<file path="src/rtl/collision_pkg.sv">
// Shared constants, FSM state type and width helper for the collision scheduler.
package collision_pkg;

  localparam int SCREEN_W = 160;
  localparam int SCREEN_H = 120;
  localparam int DEF_XW   = 8;
  localparam int DEF_YW   = 7;

  typedef enum logic [1:0] {
    IDLE  = 2'd0,
    SCAN  = 2'd1,
    DRAIN = 2'd2,
    DONE  = 2'd3
  } state_e;

  function automatic int count_width(input int num_pairs);
    return $clog2(num_pairs + 1);
  endfunction

endpackage

</file>
<file path="src/rtl/pair_hit_checker.sv">
// Registered bullet-in-asteroid box test for a single pair, with a pass-through pair tag.
module pair_hit_checker
  import collision_pkg::*;
#(
  parameter int XW       = DEF_XW,
  parameter int YW       = DEF_YW,
  parameter int AST_SIZE = 8,
  parameter int TW       = 6
) (
  input  logic          clock,
  input  logic          reset,
  input  logic          in_valid,
  input  logic [XW-1:0] bx,
  input  logic [YW-1:0] by,
  input  logic          bvalid,
  input  logic [XW-1:0] ax,
  input  logic [YW-1:0] ay,
  input  logic          avalid,
  input  logic [TW-1:0] in_tag,
  output logic          hit,
  output logic          out_valid,
  output logic [TW-1:0] tag
);

  // One extra bit so the far box edge never wraps at the playfield border.
  logic [XW:0] bx_e, ax_lo, ax_hi;
  logic [YW:0] by_e, ay_lo, ay_hi;
  logic        hit_c;

  assign bx_e  = {1'b0, bx};
  assign ax_lo = {1'b0, ax};
  assign ax_hi = ax_lo + (XW+1)'(AST_SIZE);
  assign by_e  = {1'b0, by};
  assign ay_lo = {1'b0, ay};
  assign ay_hi = ay_lo + (YW+1)'(AST_SIZE);

  assign hit_c = bvalid && avalid &&
                 (bx_e >= ax_lo) && (bx_e < ax_hi) &&
                 (by_e >= ay_lo) && (by_e < ay_hi);

  always_ff @(posedge clock) begin
    if (reset) begin
      hit       <= 1'b0;
      out_valid <= 1'b0;
      tag       <= '0;
    end else begin
      hit       <= in_valid && hit_c;
      out_valid <= in_valid;
      tag       <= in_tag;
    end
  end

endmodule

</file>
<file path="src/rtl/collision_scheduler.sv">
// Frame collision controller: snapshots objects on start, walks every bullet/asteroid
// pair through one shared checker, and accumulates hit masks and a pair count.
//
// state | meaning
// IDLE  | waiting for start; results from the last scan held
// SCAN  | issuing one (bullet, asteroid) pair per clock
// DRAIN | collecting the final checker result
// DONE  | one-cycle done pulse, results final
module collision_scheduler
  import collision_pkg::*;
#(
  parameter int NUM_BULLETS   = 8,
  parameter int NUM_ASTEROIDS = 8,
  parameter int XW            = DEF_XW,
  parameter int YW            = DEF_YW,
  parameter int AST_SIZE      = 8
) (
  input  logic                                   clock,
  input  logic                                   reset,
  input  logic                                   start,
  input  logic [NUM_BULLETS*XW-1:0]              bullet_x,
  input  logic [NUM_BULLETS*YW-1:0]              bullet_y,
  input  logic [NUM_BULLETS-1:0]                 bullet_valid,
  input  logic [NUM_ASTEROIDS*XW-1:0]            ast_x,
  input  logic [NUM_ASTEROIDS*YW-1:0]            ast_y,
  input  logic [NUM_ASTEROIDS-1:0]               ast_valid,
  output logic                                   busy,
  output logic                                   done,
  output logic [NUM_BULLETS-1:0]                 bullet_hit,
  output logic [NUM_ASTEROIDS-1:0]               ast_hit,
  output logic [count_width(NUM_BULLETS*NUM_ASTEROIDS)-1:0] hit_count
);

  localparam int BW  = (NUM_BULLETS   > 1) ? $clog2(NUM_BULLETS)   : 1;
  localparam int AW  = (NUM_ASTEROIDS > 1) ? $clog2(NUM_ASTEROIDS) : 1;
  localparam int TW  = BW + AW;
  localparam int HCW = count_width(NUM_BULLETS*NUM_ASTEROIDS);
  localparam logic [BW-1:0] BI_LAST = BW'(NUM_BULLETS-1);
  localparam logic [AW-1:0] AJ_LAST = AW'(NUM_ASTEROIDS-1);

  state_e state;
  logic [BW-1:0] bi;
  logic [AW-1:0] aj;

  logic [NUM_BULLETS*XW-1:0]   snap_bx;
  logic [NUM_BULLETS*YW-1:0]   snap_by;
  logic [NUM_BULLETS-1:0]      snap_bv;
  logic [NUM_ASTEROIDS*XW-1:0] snap_ax;
  logic [NUM_ASTEROIDS*YW-1:0] snap_ay;
  logic [NUM_ASTEROIDS-1:0]    snap_av;

  logic          chk_hit, chk_valid;
  logic [TW-1:0] chk_tag;
  logic [BW-1:0] tag_bi;
  logic [AW-1:0] tag_aj;

  assign busy   = (state == SCAN) || (state == DRAIN);
  assign done   = (state == DONE);
  assign tag_bi = chk_tag[AW +: BW];
  assign tag_aj = chk_tag[AW-1:0];

  // Snapshot is data-only; it is reloaded on every accepted start.
  always_ff @(posedge clock) begin
    if (state == IDLE && start && !reset) begin
      snap_bx <= bullet_x;
      snap_by <= bullet_y;
      snap_bv <= bullet_valid;
      snap_ax <= ast_x;
      snap_ay <= ast_y;
      snap_av <= ast_valid;
    end
  end

  pair_hit_checker #(
    .XW       (XW),
    .YW       (YW),
    .AST_SIZE (AST_SIZE),
    .TW       (TW)
  ) u_checker (
    .clock     (clock),
    .reset     (reset),
    .in_valid  (state == SCAN),
    .bx        (snap_bx[bi*XW +: XW]),
    .by        (snap_by[bi*YW +: YW]),
    .bvalid    (snap_bv[bi]),
    .ax        (snap_ax[aj*XW +: XW]),
    .ay        (snap_ay[aj*YW +: YW]),
    .avalid    (snap_av[aj]),
    .in_tag    ({bi, aj}),
    .hit       (chk_hit),
    .out_valid (chk_valid),
    .tag       (chk_tag)
  );

  always_ff @(posedge clock) begin
    if (reset) begin
      state      <= IDLE;
      bi         <= '0;
      aj         <= '0;
      bullet_hit <= '0;
      ast_hit    <= '0;
      hit_count  <= '0;
    end else begin
      if (chk_valid && chk_hit) begin
        bullet_hit[tag_bi] <= 1'b1;
        ast_hit[tag_aj]    <= 1'b1;
        hit_count          <= hit_count + HCW'(1);
      end
      case (state)
        IDLE: begin
          if (start) begin
            bullet_hit <= '0;
            ast_hit    <= '0;
            hit_count  <= '0;
            bi         <= '0;
            aj         <= '0;
            state      <= SCAN;
          end
        end
        SCAN: begin
          if (aj == AJ_LAST) begin
            aj <= '0;
            if (bi == BI_LAST) begin
              bi    <= '0;
              state <= DRAIN;
            end else begin
              bi <= bi + BW'(1);
            end
          end else begin
            aj <= aj + AW'(1);
          end
        end
        DRAIN:   state <= DONE;
        default: state <= IDLE;
      endcase
    end
  end

endmodule

</file>
<file path="config.mk">
export PLATFORM = sky130hd
export DESIGN_NAME = collision_scheduler
export DESIGN_NICKNAME = d
export VERILOG_FILES = /design/src/rtl/collision_pkg.sv /design/src/rtl/pair_hit_checker.sv /design/src/rtl/collision_scheduler.sv
export SDC_FILE = /design/constraint.sdc
export NUM_CORES = 1
export LEC_CHECK = 0
export CORE_ASPECT_RATIO = 1.1
export CORE_UTILIZATION = 45
export CTS_CLUSTER_DIAMETER = 60
export DETAILED_ROUTE_END_ITERATION = 8
export PLACE_DENSITY = 0.83
export SLEW_MARGIN = 20
export SYNTH_ARGS = -nofsm -noshare
export SYNTH_HDL_FRONTEND = slang
export SYNTH_SLANG_ARGS = --single-unit
</file>
<file path="constraint.sdc">
create_clock -name clock -period 12.6 [get_ports clock]
set_input_delay 1.89 -clock clock [delete_from_list [all_inputs] [get_ports clock]]
set_output_delay 1.89 -clock clock [all_outputs]
set_load 0.02 [all_outputs]
</file>
[Word level (Yosys, flattened, before mapping)]
Cells that the tools add are included.
Operators by class
  divide/modulo/power cells: 0
  bitwise gates (word level): 2
  equality and inequality tests: 8
  $mul: 2
  order comparisons: 10
  reduce and logical (&&, ||, !) cells: 18
  add/sub/neg operators: 5
  shifts and indexed selects: 4
  mux-type cells: 27
Operators by type and width (count)
  indexed part select 64 x 7 -> 8 bit: 2
  indexed part select 56 x 7 -> 7 bit: 2
  2-to-1 mux 8 bit: 6
  2-to-1 mux 7 bit: 3
  < comparator 3 x 4 -> 1 bit (second input constant): 4
  OR 8 bit: 2
  multiplier 3 x 3 -> 6 bit (second input constant): 2
  2-to-1 mux 3 bit: 4
  case mux 3 bit (2 select lines): 2
  logical AND 1 bit: 11
  adder 8 x 4 -> 9 bit (second input constant): 1
  < comparator 8 x 9 -> 1 bit: 1
  adder 7 x 4 -> 8 bit (second input constant): 1
  greater-or-equal comparator 8 bit: 1
  < comparator 7 x 8 -> 1 bit: 1
  adder 7 x 1 -> 7 bit (second input constant): 1
  greater-or-equal comparator 7 bit: 1
  adder 3 x 1 -> 3 bit (second input constant): 2
  binary-select mux 1 bit (select 3 bit): 2
  demux 1 bit (select 3 bit): 2
  equality test 3 bit (second input constant): 2
  greater-or-equal comparator 3 x 1 -> 1 bit (second input constant): 2
  2-to-1 mux 2 bit: 3
  inequality test 2 bit (second input constant): 3
  10 further kinds: 15
Storage, ports and cells
  memories: 0
  word-level logic and storage cells: 91
  register bits after elaboration: 295
  output and inout port bits: 25
  latch bits: 0
  memory bits (writable): 0
  bits in read-only memories: 0

[Logic depth before layout (Yosys ltp)]
Gate-level depths: netlist of the first run.
  depth after elaboration: 8
  mapped depth: 15
  gate-level depth less buffers: 12

[Cells and area by module]
A second synthesis of the first run with hierarchy kept.
Unflattened totals
  cells, all modules: 632
  area total of the unflattened synthesis: 12045.3 um^2
By module, submodules not included
  collision_scheduler: times used 1, cells an instance 521, area an instance 11119.4 um^2, seq. area each 8308.0 um^2
  pair_hit_checker: times used 1, cells an instance 111, area an instance 925.9 um^2, seq. area each 160.2 um^2

[Least setup slack after synthesis of the first run]
OpenSTA, ideal clock, no wires.
  kind: input to register
  start point: input reset
  end point: register snap_av[0], enable pin
  data arrival time: 12.726 ns
  stages: 2
  slack: -1.002 ns
  required time: 11.723 ns
  cell sequence: clkbuf_1 > nor2_1
Between the ends
  longest elaborated chain between the ends: 2
RTL lines
  from (decl): line collision_scheduler.sv:19  | input logic reset,
  zero test 1 bit: line collision_scheduler.sv:64  | if (state == IDLE && start && !reset) begin
  logical AND 1 bit: line collision_scheduler.sv:64
  to (signal assigned): line collision_scheduler.sv:70  | snap_av <= ast_valid;
  to (decl): line collision_scheduler.sv:50  | logic [NUM_ASTEROIDS-1:0] snap_av;
No other way between the ends.
A chain may end at the register's enable or synchronous reset.

[Worst setup path after layout of the first run]
Ends and elaborated chain as after synthesis.

==> run_results.csv, run 1 <==
group,metric,value,unit
hold_path,worstHoldStart,"bullet_hit[6]$_SDFF_PP0_",
sta,worst_pin_slew,1.068,ns
cts,insertion_delay,0.53,ns
critical_path,r2r_cells,12,
synth,ys_warn_count,0,
critical_path,worst-path-stages,4,
global_routing,grt_util_all_layers,19.07,%
synth,synth_edf_count,256,
floorplanning,start_util,46.27,%
route,ant_nets,0,
cts,h-tree-depth,1,
cts,cts.clk_slew.worst_paths,0.06,ns
route,routed_wl,25420,µm
hold_path,holdPathStages,2,
floorplanning,die-width,156.6,µm
final_layout,drive_gt1_share,14.80,%
global_routing,grt_first_pass_wirelength,38010,µm
cts,cts_made_buffers,29,
synth,synth_top_area_share,64.98,%
synth,ys_ff_latch,295,
critical_path,critPathMaxStageDelay,0.88,ns
placement,placed_cell_area,15030,µm²
cts,root_buffer,"clkbuf_16",
synth,syn-cell-area,11830,µm²
synth,synth_area_leaders,"edfxtp_1 (65%), mux4_2 (11%), dfxtp_1 (6.6%)",
sta,slew_headroom,28.82,%
sta,fin_setup_tns,0,ns
critical_path,cp_num_buf_inv,3,
cts,clockBufferDepth,3,
critical_path,startpoint_type,"input pin",
final_layout,fin_util,62.54,%
critical_path,timing.rr.end,"u_checker.hit$_SDFF_PP0_",
final_layout,area.growth.synth_to_final,35.18,%
critical_path,cp-end-kind,"register",
sta,hold_violations,0,
global_routing,first_global_vias,7043,
critical_path,worstPathCellList,"clkdlybuf4s50_1 -> nor2_4 -> buf_6 -> buf_4",
synth,yosysMostFrequentCell,"edfxtp_1",
placement,place_hpwl,18380,µm
sta,min_period,4.335,ns
critical_path,critPathMaxFanout,89,
synth,synth_top_cell_by_area,"edfxtp_1",
route,drtIter0Drc,341,
critical_path,rrSetupSlack,9.05,ns
floorplanning,die_area,26940,µm²
cts,cts_tree,"done",
sta,final-setup-viol-count,0,
placement,globalplace.congestion,0.7744,
synth,syn_avg_cell_area,19.11,µm²
global_routing,antenna_found_initial,1,
cts,ctsHoldBuffers,0,
synth,synthCells,619,
power_and_ir_drop,vdd_ir_drop_max,0.1080,mV
critical_path,cp_top_family,"buffers and inverters",
critical_path,arrival,4.49,ns
sta,fin_crit_sh,34.40,%
floorplanning,rows,61,
route,first_pass_iters,4,
final_layout,post-route-cell-area,15990,µm²
floorplanning,ios,284,
final_layout,layoutNonFillerInstCount,1286,
critical_path,critical-path-slowest-cell,"buf_4",
hold_path,min_to,"bullet_hit[6]$_SDFF_PP0_",
hold_path,worstHoldPathType,"reg2reg",
global_routing,grt_overflow,0,
power_and_ir_drop,fin_total_pwr,2.651,mW
final_layout,fill_cells,1797,
sta,max_freq,230.7,MHz
synth,synth_ff_type,"edfxtp_1",
route,vias_per_cell,5.078,
floorplanning,core_region_area,25570,µm²
synth,synth_nets,913,
route,drcViolationCount,0,
synth,yosysSeqAreaShare,71.58,%
sta,finClkSkew,0.01335,ns
critical_path,required,12.76,ns
job,maxCapViolCount,0,
synth,synth_async_sr_flop_share,0,%
critical_path,r2r_start,"aj[0]$_SDFFE_PP0P_",
final_layout,fin_nets,1211,
placement,dp_cells,1232,
power_and_ir_drop,power-per-cell-area,165.8,nW/µm²
synth,synth.distinct_cells,41,
cts,post_cts_resized,0,
global_routing,grt_start_max_net_pins,90,
power_and_ir_drop,leakage,5.365,nW
sta,rsz0062_at_grt,"no",
synth,netlist_top_cells_count,"edfxtp_1 (256), mux4_2 (56), nor2_1 (48), dfxtp_1 (39), ha_1 (35)",
sta,maxSlewViolCount,0,
floorplanning,die_y,172.1,µm
placement,port_buffers,283,
route,drt-wirelength-per-cell,19.77,µm
route,num_vias,6530,
critical_path,crit_type,"in2reg",
outcome,outcome,"finished, final reports clean",
cts,cts.sinks,295,
cts,cts_setup_buffers,0,
-- kinds of logic after synthesis --
| group | count (synthesis) | synth area share (%) |
|---|---|---|
| DFF | 295 | 71.58 |
| muxes | 98 | 16.21 |
| and+or+nand+nor | 92 | 3.596 |
| AOI/OAI and AO/OA | 53 | 2.570 |
| buffers and inverters | 35 | 1.523 |
| adders and majority gates | 35 | 3.702 |
| xor gates and xnor gates | 11 | 0.8144 |
-- metrics by stage --
stage	hold slack [ns]	setup WS, ns
after floorplan	0.5136	3.360
after global placement	0.4481	7.559
after detailed placement	0.4590	7.471
after CTS	0.4734	8.034
after global routing	0.5043	8.099
final	0.4740	8.265
-- registers in the layout, indices dropped and copies added (netlist names), 2 cells and up --
register       count
ast_hit            8
state              2
snap_av            8
aj                 3
snap_by           56
bi                 3
u_checker.tag      6
snap_ay           56
snap_bx           64
hit_count          7
snap_bv            8
bullet_hit         8
snap_ax           64
-- layer usage --
metal	vias to the layer above	track usage [%]	routed length (µm)
met5	-	0	0
met1	3179	21.67	9417
li1	3073	-	-
met2	226	35.99	14010
met3	52	3.434	1314
met4	0	6.309	681
-- report_power, final --
group | total [mW] | internal [mW] | switching, mW | leakage (nW)
registers | 1.25 | 1.22 | 0.0353 | 2.69
logic | 0.544 | 0.276 | 0.268 | 2.20
clock network | 0.856 | 0.506 | 0.350 | 0.470
total | 2.65 | 2.00 | 0.654 | 5.36
-- final cells by class --
class / count / area (µm²) / area share, %
tap: 346 / 432.9 / 2.707
multi-input combinational: 289 / 3189 / 19.94
clock inverter: 16 / 160.2 / 1.001
clock buffer: 37 / 795.8 / 4.976
inverter: 11 / 41.29 / 0.2582
timing repair buffer: 291 / 2897 / 18.11
antenna: 1 / 2.502 / 0.01565
sequential: 295 / 8473 / 52.98
-- cells in the final DEF (no fill, tap or decap), types with 2 or more instances in the layout --
master,n
a211oi_1,2
a21oi_1,21
a22oi_1,4
a31oi_1,5
and3_1,3
buf_4,7
bufinv_16,3
clkbuf_1,4
clkbuf_16,29
clkbuf_8,4
clkdlybuf4s50_1,283
clkinv_1,3
clkinv_2,7
clkinvlp_4,2
dfxtp_1,35
dfxtp_2,4
edfxtp_1,256
ha_1,35
inv_1,11
mux2_2,15
mux2i_1,12
mux2i_4,7
mux4_1,8
mux4_2,56
nand2_1,13
nand2b_1,2
nand3_1,2
nand4_1,2
nor2_1,47
nor2b_1,14
nor3_1,3
o21ai_0,13
o21ai_1,2
o21bai_1,2
xnor2_1,3
xor2_1,8
-- worst max path at each step --
stage	start	slack [ns]	to
after global placement	reset	7.56	snap_by[32]$_DFFE_PP_
after floorplan	reset	3.36	snap_av[0]$_DFFE_PP_
after detailed placement	reset	7.47	snap_by[11]$_DFFE_PP_
after CTS	reset	8.03	snap_by[44]$_DFFE_PP_
final	reset	8.27	snap_av[0]$_DFFE_PP_
after global routing	reset	8.10	snap_by[2]$_DFFE_PP_
-- tightest hold or removal path, cell delays in order, from the launching register on --
cell and delay [ns]:
dfxtp_1 0.33, a31oi_1 0.04, nor2_1 0.07
(Power assumes the default switching activity.)
==> run 2: changes to the inputs <==
--- a/config.mk
+++ b/config.mk
@@ -6,10 +6,10 @@
 export NUM_CORES = 1
 export LEC_CHECK = 0
 export CORE_ASPECT_RATIO = 1.1
-export CORE_UTILIZATION = 45
+export CORE_UTILIZATION = 50
 export CTS_CLUSTER_DIAMETER = 60
 export DETAILED_ROUTE_END_ITERATION = 8
-export PLACE_DENSITY = 0.83
+export PLACE_DENSITY = 0.87
 export SLEW_MARGIN = 20
 export SYNTH_ARGS = -nofsm -noshare
 export SYNTH_HDL_FRONTEND = slang
==> constraint.sdc (replaced) <==
create_clock -name clock -period 4.45 [get_ports clock]
set_input_delay 0.6675 -clock clock [delete_from_list [all_inputs] [get_ports clock]]
set_output_delay 0.6675 -clock clock [all_outputs]
set_load 0.02 [all_outputs]
==> run 2 against run 1 <==
Against the previous run:
- clock power grew to 3.0 times the previous value
- register-to-register slack worse by 7.8 ns
- power grew to 2.9 times the previous value
- clock skew is 0.00078 ns higher
- critical path depth is 8 higher
- worst hold slack better by 0.0051 ns
- first-iteration DRC count stayed put
- die area is 9.9% lower
- critical endpoint is now u_checker.hit$_SDFF_PP0_
- routed wire length is 3.4% higher
==> run_results.csv, run 2 (synthesis gave the netlist of run 1 again) <==
group,metric,value,unit
global_routing,grt_first_pass_wirelength,39770,µm
sta,worst_pin_slew,0.8361,ns
floorplanning,die_y,163.3,µm
placement,globalplace.congestion,0.8179,
sta,max_freq,310.7,MHz
route,drtIter0Drc,341,
floorplanning,start_util,51.26,%
route,num_vias,6709,
cts,cts_made_buffers,30,
sta,min_period,3.219,ns
critical_path,arrival,3.66,ns
placement,port_buffers,283,
placement,place_hpwl,19320,µm
placement,placed_cell_area,15040,µm²
final_layout,seqCellArea,8473,µm²
final_layout,layout_common_cells,"clkdlybuf4s50_1 (283), edfxtp_1 (256), mux4_2 (56), nor2_1 (47)",
final_layout,area.growth.synth_to_final,35.94,%
final_layout,layout_commonest_cell,"clkdlybuf4s50_1",
critical_path,worstPathCellList,"buf_4 -> mux4_1 -> mux2i_1 -> inv_1 -> ha_1 -> xor2_1 -> ha_1 -> o21ai_0 -> a21o_1 -> a21oi_1 -> o21ai_1 -> and4b_1",
final_layout,fin_nets,1218,
outcome,outcome,"finished, final reports clean",
cts,cts.clk_slew.worst_paths,0.06,ns
power_and_ir_drop,power-per-cell-area,480.1,nW/µm²
job,maxCapViolCount,0,
floorplanning,die_area,24280,µm²
final_layout,drive_gt1_share,15.54,%
critical_path,r2r_cells,12,
sta,slew_headroom,44.18,%
global_routing,antenna_found_initial,5,
sta,fin_crit_sh,72.33,%
power_and_ir_drop,power.internal,5.803,mW
final_layout,reg_top3,"snap_ax: 64 flops, snap_bx: 64 flops",
global_routing,grt_start_max_net_pins,86,
global_routing,grt_util_all_layers,22.19,%
critical_path,critPathMaxFanout,12,
floorplanning,ios,284,
cts,ctsHoldBuffers,0,
route,vias_per_cell,5.363,
critical_path,critical-path-slowest-cell,"dfxtp_2",
power_and_ir_drop,leakage,5.430,nW
final_layout,multi_input_area,3189,µm²
cts,post_cts_resized,0,
critical_path,required,4.89,ns
floorplanning,core_region_area,23080,µm²
route,drcViolationCount,0,
critical_path,critPathMaxStageDelay,0.57,ns
route,drt-wirelength-per-cell,21.01,µm
critical_path,startpoint_type,"register",
cts,h-tree-depth,1,
floorplanning,die-width,148.7,µm
route,ant_nets,0,
placement,post-place-ws,1.172,ns
critical_path,crit_end,"u_checker.hit$_SDFF_PP0_",
critical_path,cp-startpoint,"aj[0]$_SDFFE_PP0P_",
sta,hold_violations,0,
sta,fin_ws,1.231,ns
sta,maxSlewViolCount,0,
global_routing,grt_overflow,0,
power_and_ir_drop,combPwrFrac,20.1,%
critical_path,timing.rr.end,"u_checker.hit$_SDFF_PP0_",
critical_path,rrSetupSlack,1.23,ns
critical_path,cp-end-kind,"register",
final_layout,post-route-cell-area,16080,µm²
cts,insertion_delay,0.55,ns
cts,clockBufferDepth,3,
placement,dp_cells,1192,
global_routing,first_global_vias,7328,
critical_path,crit_type,"reg2reg",
power_and_ir_drop,switching_power,1.918,mW
route,first_pass_iters,5,
final_layout,layoutNonFillerInstCount,1251,
sta,rsz0062_at_grt,"no",
final_layout,fill_cells,1512,
sta,finClkSkew,0.01414,ns
critical_path,cpMostUsedCell,"ha_1",
power_and_ir_drop,switching_share,24.85,%
floorplanning,rows,58,
hold_path,worstHoldPathType,"reg2reg",
sta,final-setup-viol-count,0,
route,routed_wl,26290,µm
power_and_ir_drop,vdd_ir_drop_max,0.3933,mV
power_and_ir_drop,p_clk_share,33.5,%
critical_path,r2r_start,"aj[0]$_SDFFE_PP0P_",
cts,root_buffer,"clkbuf_16",
power_and_ir_drop,fin_total_pwr,7.721,mW
cts,cts_setup_buffers,0,
cts,cts_tree,"done",
cts,cts.sinks,295,
power_and_ir_drop,power_frac_seq,46.4,%
==> run 2: cell types whose count changed in the layout (fill, tap and decap cells not counted), moves of 2 or more <==
cell	before	now
bufinv_16	3	5
buf_12	0	2
diode_2	1	5
clkbuf_16	29	31
buf_4	7	12
clkbuf_8	4	0
clkinv_4	0	2
clkbuf_1	4	2
==> run 2: area by class of cell <==
class | count | area share (%)
Sequential cell | 295 | 52.69
Inverter | 11 | 0.2567
Tap cell | 300 | 2.334
Timing Repair Buffer | 297 | 18.42
Clock buffer | 33 | 4.870
Clock inverter | 21 | 1.517
Antenna cell | 5 | 0.07780
Multi-Input combinational cell | 289 | 19.83
==> run 2: how the worst min path moves through the flow <==
stage | from | endpoint | slack (ns) | depth (start not counted)
finish | bullet_hit[6]$_SDFF_PP0_ | bullet_hit[6]$_SDFF_PP0_ | 0.48 | 2
global placement | ast_hit[0]$_SDFF_PP0_ | ast_hit[0]$_SDFF_PP0_ | 0.45 | 2
detailed placement | bullet_hit[6]$_SDFF_PP0_ | bullet_hit[6]$_SDFF_PP0_ | 0.46 | 2
floorplan | state[1]$_SDFFE_PP0P_ | state[1]$_SDFFE_PP0P_ | 0.51 | 2
CTS | bullet_hit[6]$_SDFF_PP0_ | bullet_hit[6]$_SDFF_PP0_ | 0.48 | 2
global route | bullet_hit[1]$_SDFF_PP0_ | bullet_hit[1]$_SDFF_PP0_ | 0.50 | 2
==> run 2: stage by stage <==
stage / hold slack, ns / utilization [%] / TNS, ns
final: 0.4791 / 69.69 / 0
after global routing: 0.4953 / 69.69 / 0
after CTS: 0.4762 / 69.63 / 0
after detailed placement: 0.4617 / 65.18 / 0
after global placement: 0.4496 / 65.18 / 0
after floorplan: 0.5136 / - / -140.37
==> run 2: routing by layer <==
| metal | vias up | track usage, % | wire length [µm] | share of wire [%] |
|---|---|---|---|---|
| li1 | 3084 | - | - | - |
| met1 | 3319 | 24.76 | 9381 | 36 |
| met2 | 245 | 41.53 | 14740 | 56 |
| met3 | 61 | 3.631 | 1206 | 4.6 |
| met4 | 0 | 9.513 | 962 | 3.7 |
| met5 | - | 0 | 0 | 0 |
==> run 2: worst max-delay path, delay by kind of cell, from the launching register on <==
kind | cells | cell delay, ns
mux | 2 | 0.88
simple gates | 1 | 0.17
compound gates | 4 | 0.42
flops | 1 | 0.57
xor+xnor | 1 | 0.17
buf+inv | 2 | 0.39
fa+ha+maj | 2 | 0.51
==> run 2: power groups by stage <==
stage | Sequential, mW | Combinational (mW) | Clock [mW]
2_1_floorplan | 3.59 | 1.07 | 0
3_3_place_gp | 3.62 | 1.51 | 0
3_5_place_dp | 3.65 | 1.56 | 0
4_1_cts | 3.59 | 1.57 | 2.63
5_1_grt | 3.62 | 1.70 | 2.74
6_report | 3.58 | 1.55 | 2.59
==> run 3: changes to the inputs <==
==> constraint.sdc (replaced) <==
create_clock -name clock -period 3 [get_ports clock]
set_input_delay 0.45 -clock clock [delete_from_list [all_inputs] [get_ports clock]]
set_output_delay 0.45 -clock clock [all_outputs]
set_load 0.02 [all_outputs]
==> run 3 against run 2 <==
Against the previous run:
- combinational power grew 63%
- register-to-register slack lost 1.1 ns
- die area is the same
- global-route usage is essentially flat
- core utilization grew 0.52 points
- cell count grew 0.80%
- largest cell class unchanged
- largest power group unchanged
- highest routed layer unchanged
==> run_results.csv, run 3 (synthesis gave the netlist of run 1 again) <==
group,metric,value,unit
floorplanning,die_area,24280,µm²
cts,root_buffer,"clkbuf_16",
critical_path,critPathMaxFanout,12,
final_layout,reg_top3,"snap_ax: 64 flops, snap_bx: 64 flops",
sta,fin_hold_ws,0.4594,ns
sta,max_freq,349.0,MHz
route,ant_nets,0,
route,drt-wirelength-per-cell,20.92,µm
placement,place_hpwl,19620,µm
power_and_ir_drop,fin_total_pwr,11.26,mW
sta,fin_crit_sh,95.51,%
power_and_ir_drop,vdd_ir_drop_max,0.4879,mV
floorplanning,die_y,163.3,µm
final_layout,seqCellArea,8478,µm²
global_routing,grt_start_max_net_pins,42,
sta,rsz0062_at_grt,"no",
placement,globalplace.congestion,0.8285,
sta,maxSlewViolCount,0,
critical_path,arrival,3.28,ns
cts,cts.sinks,295,
route,routed_wl,26380,µm
power_and_ir_drop,power_frac_seq,46.9,%
cts,cts.clk_slew.worst_paths,0.06,ns
floorplanning,ios,284,
cts,insertion_delay,0.54,ns
final_layout,fin_util,70.20,%
route,first_pass_iters,4,
power_and_ir_drop,combPwrFrac,22.3,%
final_layout,fill_cells,1466,
global_routing,antenna_found_initial,0,
sta,finClkSkew,0.01466,ns
final_layout,area.growth.synth_to_final,36.94,%
floorplanning,die-width,148.7,µm
floorplanning,rows,58,
global_routing,grt_util_all_layers,22.19,%
power_and_ir_drop,power-per-cell-area,695.2,nW/µm²
critical_path,crit_type,"reg2reg",
route,drtIter0Drc,338,
sta,min_period,2.865,ns
cts,ctsHoldBuffers,0,
global_routing,grt_overflow,0,
critical_path,startpoint_type,"register",
final_layout,fin_nets,1233,
global_routing,grt_first_pass_wirelength,39760,µm
final_layout,layout_common_cells,"clkdlybuf4s50_1 (283), edfxtp_1 (256), mux4_2 (56), nor2_1 (47), ha_1 (34)",
hold_path,worstHoldPathType,"in2reg",
cts,cts_made_buffers,30,
final_layout,layout_commonest_cell,"clkdlybuf4s50_1",
power_and_ir_drop,leakage,5.493,nW
sta,worst_pin_slew,0.8268,ns
outcome,outcome,"finished, final reports clean",
power_and_ir_drop,switching_share,25.50,%
power_and_ir_drop,p_clk_share,30.8,%
power_and_ir_drop,switching_power,2.872,mW
cts,clockBufferDepth,3,
cts,h-tree-depth,1,
power_and_ir_drop,power.internal,8.390,mW
sta,final-setup-viol-count,0,
route,drcViolationCount,0,
critical_path,required,3.42,ns
final_layout,drive_gt1_share,17.07,%
sta,hold_violations,0,
job,maxCapViolCount,0,
final_layout,multi_input_area,3213,µm²
floorplanning,core_region_area,23080,µm²
placement,port_buffers,283,
route,vias_per_cell,5.334,
placement,post-place-ws,-0.02743,ns
route,num_vias,6726,
final_layout,num_antenna_cells,0,
global_routing,first_global_vias,7319,
floorplanning,start_util,51.26,%
sta,fin_ws,0.1346,ns
sta,slew_headroom,44.88,%
cts,cts_tree,"done",
critical_path,cp-end-kind,"register",
==> run 3: critical path, cell delays in order (launching register included) <==
cell and delay [ns]:
dfxtp_4 0.47, mux4_1 0.60, mux2i_2 0.26, inv_1 0.08
ha_1 0.22, xor2_1 0.18, ha_1 0.30, o21ai_0 0.09
a21o_1 0.16, a21oi_1 0.13, o21ai_1 0.07, and4b_1 0.18
==> run 3: routing by layer <==
layer / up-vias / routed length [µm] / track usage [%]
li1: 3106 / - / -
met1: 3292 / 9332 / 24.83
met2: 260 / 14360 / 40.57
met3: 68 / 1511 / 4.441
met4: 0 / 1171 / 10.07
met5: - / 0 / 0
==> run 3: area by class of cell <==
| cell class | count | share of cell area [%] |
|---|---|---|
| Multi-Input combinational cell | 289 | 19.83 |
| Sequential cell | 295 | 52.33 |
| Timing Repair Buffer | 312 | 19.57 |
| Inverter | 11 | 0.2549 |
| Tap cell | 300 | 2.317 |
| Clock buffer | 36 | 4.904 |
| Clock inverter | 18 | 0.7878 |
==> run 3: what timing repair did <==
| action | in CTS | in global routing |
|---|---|---|
| setup endpoints to repair | 1 | 1 |
| resized for setup | 2 | 2 |
| pin swaps | 0 | 0 |
| setup buffers | 0 | 3 |
==> run 3: path summary, 6_finish.rpt <==
path | startpoint | end | slack (ns) | cells after the start
max reg2reg | aj[0]$_SDFFE_PP0P_ | u_checker.hit$_SDFF_PP0_ | 0.13 | 11
min reg2reg | ast_hit[6]$_SDFF_PP0_ | ast_hit[6]$_SDFF_PP0_ | 0.48 | 2
min | ast_x[62] | snap_ax[62]$_DFFE_PP_ | 0.46 | 1
max | aj[0]$_SDFFE_PP0P_ | u_checker.hit$_SDFF_PP0_ | 0.13 | 11
==> run 3: power groups by stage <==
stage | sequential, mW | combinational [mW] | clock [mW]
2_1_floorplan | 5.33 | 1.62 | 0
6_report | 5.28 | 2.52 | 3.47
3_3_place_gp | 5.32 | 2.41 | 0
4_1_cts | 5.28 | 2.51 | 3.54
5_1_grt | 5.32 | 2.73 | 3.70
3_5_place_dp | 5.36 | 2.49 | 0
==> run 3: through the flow <==
stage	instances	setup TNS, ns	cell area [µm²]
detailed placement	1204	-0.02743	15240
floorplan	619	-462.39	11870
global placement	1204	0	15240
global route	1261	0	16200
CTS	1258	0	16170
finish	1261	0	16200
